<file path="src/rtl/dmac_engine.sv">
// dmac_engine: word-granular AXI4-style DMA copy engine staging read bursts in a 16-word buffer.
// Define DMAC_ENGINE_SINGLE_BEAT_EN to force single-beat bursts with a one-word buffer.
module dmac_engine (
    input  logic        clk,
    input  logic        rst_n,
    input  logic [31:0] src_addr_i,
    input  logic [31:0] dst_addr_i,
    input  logic [15:0] byte_len_i,
    input  logic        start_i,
    output logic        done_o,
    output logic [31:0] araddr_o,
    output logic [3:0]  arlen_o,
    output logic        arvalid_o,
    input  logic        arready_i,
    output logic [2:0]  arsize_o,
    output logic [1:0]  arburst_o,
    input  logic [31:0] rdata_i,
    input  logic [1:0]  rresp_i,
    input  logic        rlast_i,
    input  logic        rvalid_i,
    output logic        rready_o,
    output logic [31:0] awaddr_o,
    output logic [3:0]  awlen_o,
    output logic        awvalid_o,
    input  logic        awready_i,
    output logic [2:0]  awsize_o,
    output logic [1:0]  awburst_o,
    output logic [31:0] wdata_o,
    output logic [3:0]  wstrb_o,
    output logic        wlast_o,
    output logic        wvalid_o,
    input  logic        wready_i,
    input  logic [1:0]  bresp_i,
    input  logic        bvalid_i,
    output logic        bready_o
);
    typedef enum logic [2:0] {IDLE, RREQ, RDATA, WREQ, WDATA, WRESP} state_t;
    state_t      state, state_nx;
    logic [29:0] src, dst;
    logic [13:0] rem;
    logic [4:0]  idx, beats;
    logic [3:0]  blen;
    logic        last;
    logic        unused;

    assign unused = ^{src_addr_i[1:0], dst_addr_i[1:0], byte_len_i[1:0], rresp_i, rlast_i, bresp_i};

`ifdef DMAC_ENGINE_SINGLE_BEAT_EN
    logic [31:0] mem;
    assign beats   = {4'd0, rem != 14'd0};
    assign wdata_o = mem;
    // Capture the single staged word on each accepted read beat.
    always_ff @(posedge clk) begin
        if (state == RDATA && rvalid_i) mem <= rdata_i;
    end
`else
    logic [31:0] mem [16];
    logic [10:0] src_room, dst_room;
    logic [4:0]  cap_rem, cap_src;
    assign src_room = 11'd1024 - {1'b0, src[9:0]};
    assign dst_room = 11'd1024 - {1'b0, dst[9:0]};
    assign cap_rem  = (rem > 14'd16) ? 5'd16 : rem[4:0];
    assign cap_src  = ({6'd0, cap_rem} > src_room) ? src_room[4:0] : cap_rem;
    assign beats    = ({6'd0, cap_src} > dst_room) ? dst_room[4:0] : cap_src;
    assign wdata_o  = mem[idx[3:0]];
    // Stage read beats in order so the write burst can replay them.
    always_ff @(posedge clk) begin
        if (state == RDATA && rvalid_i) mem[idx[3:0]] <= rdata_i;
    end
`endif

    assign last      = (idx + 5'd1) == beats;
    assign blen      = beats[3:0] - 4'd1;
    assign done_o    = state == IDLE;
    assign arvalid_o = state == RREQ;
    assign rready_o  = state == RDATA;
    assign awvalid_o = state == WREQ;
    assign wvalid_o  = state == WDATA;
    assign bready_o  = state == WRESP;
    assign araddr_o  = {src, 2'b00};
    assign awaddr_o  = {dst, 2'b00};
    assign arlen_o   = arvalid_o ? blen : 4'd0;
    assign awlen_o   = awvalid_o ? blen : 4'd0;
    assign wlast_o   = wvalid_o && last;
    assign arsize_o  = 3'b010;
    assign awsize_o  = 3'b010;
    assign arburst_o = 2'b01;
    assign awburst_o = 2'b01;
    assign wstrb_o   = 4'hF;

    // State register; reset abandons any outstanding bus transaction.
    always_ff @(posedge clk) begin
        state <= !rst_n ? IDLE : state_nx;
    end

    // Next-state sequencing: read burst, write burst, response, repeat until no words remain.
    always_comb begin
        state_nx = state;
        case (state)
            IDLE:    if (start_i && byte_len_i[15:2] != 14'd0) state_nx = RREQ;
            RREQ:    if (arready_i) state_nx = RDATA;
            RDATA:   if (rvalid_i && last) state_nx = WREQ;
            WREQ:    if (awready_i) state_nx = WDATA;
            WDATA:   if (wready_i && last) state_nx = WRESP;
            WRESP:   if (bvalid_i) state_nx = (rem == {9'd0, beats}) ? IDLE : RREQ;
            default: state_nx = IDLE;
        endcase
    end

    // Transfer bookkeeping: word addresses, words remaining and beat index.
    always_ff @(posedge clk) begin
        if (!rst_n) begin
            src <= '0;
            dst <= '0;
            rem <= '0;
            idx <= '0;
        end else begin
            case (state)
                IDLE: begin
                    if (start_i) begin
                        src <= src_addr_i[31:2];
                        dst <= dst_addr_i[31:2];
                        rem <= byte_len_i[15:2];
                        idx <= '0;
                    end
                end
                RDATA: if (rvalid_i) idx <= last ? 5'd0 : idx + 5'd1;
                WDATA: if (wready_i) idx <= last ? 5'd0 : idx + 5'd1;
                WRESP: begin
                    if (bvalid_i) begin
                        src <= src + {25'd0, beats};
                        dst <= dst + {25'd0, beats};
                        rem <= rem - {9'd0, beats};
                    end
                end
                default: ;
            endcase
        end
    end
endmodule

</file>
<file path="config.mk">
export PLATFORM = sky130hd
export DESIGN_NAME = dmac_engine
export DESIGN_NICKNAME = d
export VERILOG_FILES = /design/src/rtl/dmac_engine.sv
export SDC_FILE = /design/constraint.sdc
export NUM_CORES = 1
export LEC_CHECK = 0
export BUFFER_PORTS_ARGS = -buffer_cell sky130_fd_sc_hd__buf_2
export CAP_MARGIN = 10
export CORE_MARGIN = 4
export CORE_UTILIZATION = 41
export DETAILED_ROUTE_END_ITERATION = 8
export GPL_TIMING_DRIVEN = 0
export SYNTH_ARGS = -nofsm -noshare
export SYNTH_HDL_FRONTEND = slang
export SYNTH_SLANG_ARGS = --single-unit
</file>
<file path="constraint.sdc">
create_clock -name clk -period 8.5 [get_ports clk]
set_clock_uncertainty 0.1 [all_clocks]
set_input_delay 0.85 -clock clk [delete_from_list [all_inputs] [get_ports clk]]
set_output_delay 0.85 -clock clk [all_outputs]
set_load 0.1 [all_outputs]
</file>
# [Word-level counts from Yosys, hierarchy flattened]
# Memories as Yosys holds them, arrays and structs flattened. A register that Yosys moved wholly into a read port is not among the register bits.
# Cells that the tools add are included.
[totals] n_memories=1 mem_bits_rw=512 inputBits=125 ff_bits=82
[classes] mux=31 addsub=7 reduce_logical=12 n_lt_le_gt_ge=3 n_eq_ne=16
[memory_table] memory="mem" words=16 width=32 rd=1 rd_ports_with_merged_regs=1 wr=1 line_no="57" rtl="logic [31:0] mem [16];"
[ops] operator="30-bit 2-to-1 mux" count=4
[ops] operator="30-bit case mux with 2 select lines" count=2
[ops] operator="30-bit by 5-bit adder with 30-bit output" count=2
[ops] operator="5-bit 2-to-1 mux" count=7
[ops] operator="14-bit 2-to-1 mux" count=2
[ops] operator="14-bit case mux with 2 select lines" count=1
[ops] operator="5-bit by 11-bit > comparator with 1-bit output" count=2
[ops] operator="11-bit by 10-bit subtractor with 11-bit output (first input constant)" count=2
[ops] operator="3-bit 2-to-1 mux" count=6
[ops] operator="3-bit case mux with 6 select lines" count=1
[ops] operator="4-bit 2-to-1 mux" count=4
[ops] operator="5-bit case mux with 3 select lines" count=1
[ops] operator="14-bit by 5-bit == test with 1-bit output" count=1
[ops] operator="14-bit by 5-bit > comparator with 1-bit output (second input constant)" count=1
[ops] operator="14-bit nonzero test" count=1
[ops] operator="14-bit by 5-bit subtractor with 14-bit output" count=1
[ops] operator="2-bit by 1-bit != test with 1-bit output (second input constant)" count=6
[ops] operator="3-bit by 2-bit == test with 1-bit output (second input constant)" count=2
[ops] operator="3-bit == test (second input constant)" count=2
[ops] operator="2-bit != test (second input constant)" count=3
[ops] operator="6-bit AND reduction" count=1
[ops] operator="5-bit by 1-bit adder with 5-bit output (second input constant)" count=1
[ops] operator="5-bit == test" count=1
[ops] operator="1-bit logical AND" count=5
[ops] operator="other kinds (8)" count=10

# [Depth between registers and ports, before layout]
[depth] depth_word=12 mapped_depth=28 depth_no_buf=27

# [Worst setup path before layout]
# Ideal clock, no wire load.
[synth_timing] path_kind="register to output" from="register src[1]" to="output port arlen_o[1]" stages_incl_launch_ff=19 slack_ns=1.178 t_required_ns=7.550 arrival_time_ns=6.372 cell_sequence="dfxtp_1 inv_1 ha_1 nand2_1 xnor2_1 ha_1 and3_1 a31oi_1 o221ai_4 mux2_4 ha_1 nor2b_1 o21a_1 o211ai_1 a211o_1 buf_2 mux2i_1 ha_1 nor2_1"
[synth_via] elab_chain_cells=7
[synth_rtl] element="from (decl)" line_no="39" rtl="logic [29:0] src, dst;"
[synth_rtl] element="from (signal assigned)" line_no="121" rtl="src <= src_addr_i[31:2];"
[synth_rtl] element="from (signal assigned)" line_no="131" rtl="src <= src + {25'd0, beats};"
[synth_rtl] element="11-bit by 10-bit subtractor with 11-bit output *" line_no="60" rtl="assign src_room = 11'd1024 - {1'b0, src[9:0]};"
[synth_rtl] element="5-bit by 11-bit > comparator with 1-bit output" line_no="63" rtl="assign cap_src = ({6'd0, cap_rem} > src_room) ? src_room[4:0] : cap_rem;"
[synth_rtl] element="5-bit 2-to-1 mux *" line_no="63"
[synth_rtl] element="5-bit by 11-bit > comparator with 1-bit output" line_no="64" rtl="assign beats = ({6'd0, cap_src} > dst_room) ? dst_room[4:0] : cap_src;"
[synth_rtl] element="5-bit 2-to-1 mux *" line_no="64"
[synth_rtl] element="4-bit by 1-bit subtractor with 4-bit output *" line_no="73" rtl="assign blen = beats[3:0] - 4'd1;"
[synth_rtl] element="4-bit 2-to-1 mux *" line_no="82" rtl="assign arlen_o = arvalid_o ? blen : 4'd0;"
[synth_rtl] element="to (decl)" line_no="12" rtl="output logic [3:0] arlen_o,"
# Mark *: on every way between the ends. The rest lies on a longest branch, timed or not.

# [Worst setup path in the final report]
[layout_timing] from="register rem[8]" to="register dst[16]"
[layout_via] elab_chain_cells=9
[layout_rtl] element="from (decl)" line_no="40" rtl="logic [13:0] rem;"
[layout_rtl] element="from (signal assigned)" line_no="123" rtl="rem <= byte_len_i[15:2];"
[layout_rtl] element="from (signal assigned)" line_no="133" rtl="rem <= rem - {9'd0, beats};"
[layout_rtl] element="14-bit by 5-bit > comparator with 1-bit output *" line_no="62" rtl="assign cap_rem = (rem > 14'd16) ? 5'd16 : rem[4:0];"
[layout_rtl] element="5-bit 2-to-1 mux *" line_no="62"
[layout_rtl] element="5-bit by 11-bit > comparator with 1-bit output" line_no="63"
[layout_rtl] element="5-bit 2-to-1 mux *" line_no="63"
[layout_rtl] element="5-bit by 11-bit > comparator with 1-bit output" line_no="64"
[layout_rtl] element="5-bit 2-to-1 mux *" line_no="64"
[layout_rtl] element="30-bit by 5-bit adder with 30-bit output *" line_no="132" rtl="dst <= dst + {25'd0, beats};"
[layout_rtl] element="30-bit 2-to-1 mux *" line_no="130" rtl="if (bvalid_i) begin"
[layout_rtl] element="30-bit case mux with 2 select lines *" line_no="118" rtl="case (state)"
[layout_rtl] element="to (signal assigned)" line_no="122" rtl="dst <= dst_addr_i[31:2];"
[layout_rtl] element="to (signal assigned)" line_no="132"
[layout_rtl] element="to (decl)" line_no="39"
# Mark *: on every way between the ends. The rest lies on a longest branch, timed or not. The select of a mux whose other input is x is not followed.
# A chain may end at the register's enable or synchronous reset.

==> summary.txt <==
Synth
  – Sequential area share after synthesis: about 66%
  – Synth Area in Compound Gates: 7.429%
  – Post-Synth Simple-Gate Area: about 6.5%
  – Netlist cell types: about 80
  – Post-synth EDFFs: approximately 510
  – Primary FF master, synth: edfxtp_1
  – Largest cells by area after synthesis: edfxtp_1 60%, mux4_2 14%, dfxtp_1 6.7%
  – Synth Instances: around 1,600
  – Cell taking the most area after synthesis: edfxtp_1
  – Synth Cell Area: approximately 26,000 µm²
  – Fraction of the mapped netlist area in adder cells: ~1.8%
  – Post-synthesis xor/xnor area fraction: less than 1%
  – Largest family of logic cells by synthesized area: multiplexers
  – Share of the synthesized area in the top cell type: approximately 60%
  – Mux contribution to synthesized area: between 10% and 20%
  – Mean post-synth cell area: 16.02 µm²
  – Asr flop ratio synth: 0%
  – Synth Warn #: 0
  – Post-synthesis register bit count: around 600

Timing
  – F_max: 128.9 MHz
  – # setup viols final: 0
  – Max-slew violation count: 0
  – Final Hold Fails: 0
  – Least-Margin Pin Slew: around 1.1 ns
  – Minimum clock period: ~7.8 ns
  – Setup_tns: 0 ns
  – Slew margin rel.: around a quarter
  – RSZ-0062 raised after global routing: no
  – Final Hold Slack: about 0.41 ns
  – Fin crit share: between 90% and 100%
  – Final worst slack: 0.7424 ns

Finish
  – Most frequent cells in the layout: 512 x edfxtp_1, 221 x buf_2, 160 x mux4_2
  – Commonest non-fill, non-tap cell in the layout: edfxtp_1
  – Area delta synth->final: 19.61%
  – Final std cells w/o fill: 2,831
  – FILL cells: about 5,300
  – Design Area, Final: about 31,000 µm²
  – Ratio of cells with drive above 1 in the final layout: 28.98%
  – Nets@finish: about 2,100

Place
  – Placed cell count: ~2,700
  – Area after DPL: ~28,000 µm²
  – Post-Place Worst Slack: ~0.67 ns
  – Count of buffers from port buffering: approximately 220
  – Routability cong.: roughly 0.91
  – Post-DP HPWL: ~50 mm

Clock tree
  – Clock Latency Late Sink: 0.61 ns
  – Clock transition at path regs: 0.07 ns
  – CTS buffer count: 67
  – CTS sink count: ~600
  – Root buf cell: clkbuf_16
  – CTS Buffer Depth: 3
  – Post-CTS setup buffers: 0
  – H-Tree Depth: 3
  – Cts-stage hold buffer count: 0
  – TritonCTS clock tree: done

Global route
  – Total global-route track usage: between 20 and 25%
  – Largest net degree at the start of global routing: 22
  – GRT overflow: 0
  – Initial antenna violation count: 5
  – M3 GR Usage: approximately 4.8%
  – GRT Max-Usage Layer: met2
  – First-pass GRT wire length: ~110 mm
  – Vias in the first global route: approximately 17,000
  – Global Route met1 Usage: 28.49%
  – Met2 usage: about 37%

Hold path
  – Hold path start: idx[4]
  – Hold depth: 1
  – Hold Path Class: flip-flop to flip-flop

Setup path
  – Worst Path Required: 8.90 ns
  – Worst-path fanout max: 10
  – Reg2reg start: rem[8]
  – CP Launch Point: rem[8]
  – CP arrival: between 8 and 9 ns
  – Critical Path Start Type: flip-flop
  – CP endpoint kind: flip-flop
  – Worst Setup Path Type: flip-flop to flip-flop
  – Reg2Reg Depth: 26

Route
  – DRT antenna net count: 0
  – Final WL: around 74 mm
  – Initial drt markers: ~1,700
  – Vias per inst: 5.760
  – DR vias: ~16,000
  – Per-cell routed wire length: 26.06 µm
  – DR pass1 iterations: 6
  – DRC: 0

Floorplanning
  – Standard-cell row count: between 90 and 100
  – Chip width: about 260 µm
  – Initial Utilization: between 40 and 50%
  – Die ar.: between 60,000 and 70,000 µm²
  – Die height: roughly 260 µm
  – Core Box Area: approximately 62,000 µm²
  – I/O Pins: 250

Status
  – Status: complete, no violations

Flow run
  – Max Cap Viol: 0

Pwr
  – Cell Pwr Density: roughly 280 nW/µm²
  – VDD IR-drop max: 0.0002207 V
  – LEAKAGE: 0.01041 µW
logic make-up (layout without fill, tap and decap cells):
family | after synthesis | in the layout
mux | 177 | 177
other cells | 2 | 21
simple gates | 345 | 345
fa+ha+maj | 35 | 35
xor+xnor | 21 | 21
flops | 598 | 598
compound gates | 282 | 282
buf+inv | 146 | 515
cells in the mapped netlist, drive strengths merged (12+ instances only):
library cell  count
inv              40
buf              31
nand3            22
clkbuf           75
nor2            125
a21oi            73
edfxtp          512
dfxtp            86
nand2            83
nor3             26
o221a            13
mux2i            13
o21ai            65
mux4            160
ha               32
and2             12
a31oi            15
nand4            14
and3             15
xnor2            14
a211oi           29
path summary, 6_finish.rpt:
kind	endpoint	slack, ns
max	dst[16]	0.74
min	idx[4]	0.41
max reg2reg	dst[16]	0.74
min reg2reg	idx[4]	0.41
flip-flops by register name, summed over array words and instances (netlist names), named ones only:
signal and count:
dst 30, idx 5, mem 512, rem 14, src 30, state 3
per-layer routing:
metal | up-vias | part of all wire, %
li1 | 7082 | -
met1 | 8322 | 40
met2 | 757 | 49
met3 | 145 | 7.6
met4 | 0 | 3.0
met5 | - | 0
power breakdown:
group          internal, µW  switching (µW)  total, µW
clock network          1800            1210       3000
registers              3300             149       3450
logic                   555            1680       2230
total                  5650            3030       8680
repair_timing:
item,4_1_cts,5_1_grt
endpoints found under the hold margin,0,0
endpoints found under the setup margin,0,1
gates resized for setup,0,1
cell type report:
cell class | count | area [µm²] | area share (%)
clock inverter | 47 | 569.3 | 1.850
buffer | 106 | 466.7 | 1.516
antenna | 3 | 7.507 | 0.02439
timing repair buffer | 246 | 1518 | 4.931
clock buffer | 76 | 1732 | 5.626
tap | 837 | 1047 | 3.402
multi-input combinational | 878 | 8194 | 26.62
sequential | 598 | 17100 | 55.54
inverter | 40 | 150.1 | 0.4878
worst max-delay path: stages, from the launching register on:
cell and delay [ns]:
dfxtp_1 0.39, or4_4 0.63, nor4_4 0.42, and2_1 0.22
ha_1 0.25, and3_1 0.19, a31oi_1 0.33, o221ai_4 0.24
mux2_4 0.39, ha_1 0.31, nor2b_1 0.13, o21a_1 0.16
o211ai_1 0.15, a211o_1 0.16, buf_2 0.24, nor2_1 0.07
a21oi_2 0.38, ha_1 0.26, inv_1 0.05, fa_1 0.40
nor2b_1 0.17, o21ai_0 0.19, a21boi_0 0.56, o21ai_0 0.35
nor2_1 0.40, a41oi_1 0.18, o221a_2 0.30
through the flow:
| stage | util (%) | total power [µW] |
|---|---|---|
| finish | 49.70 | 8679 |
| global route | 49.68 | 8984 |
| CTS | 49.66 | 8705 |
| detailed placement | 45.94 | 5715 |
| global placement | 45.10 | 5689 |
| floorplan | - | 5173 |
Power figures use the tool's default switching activity.
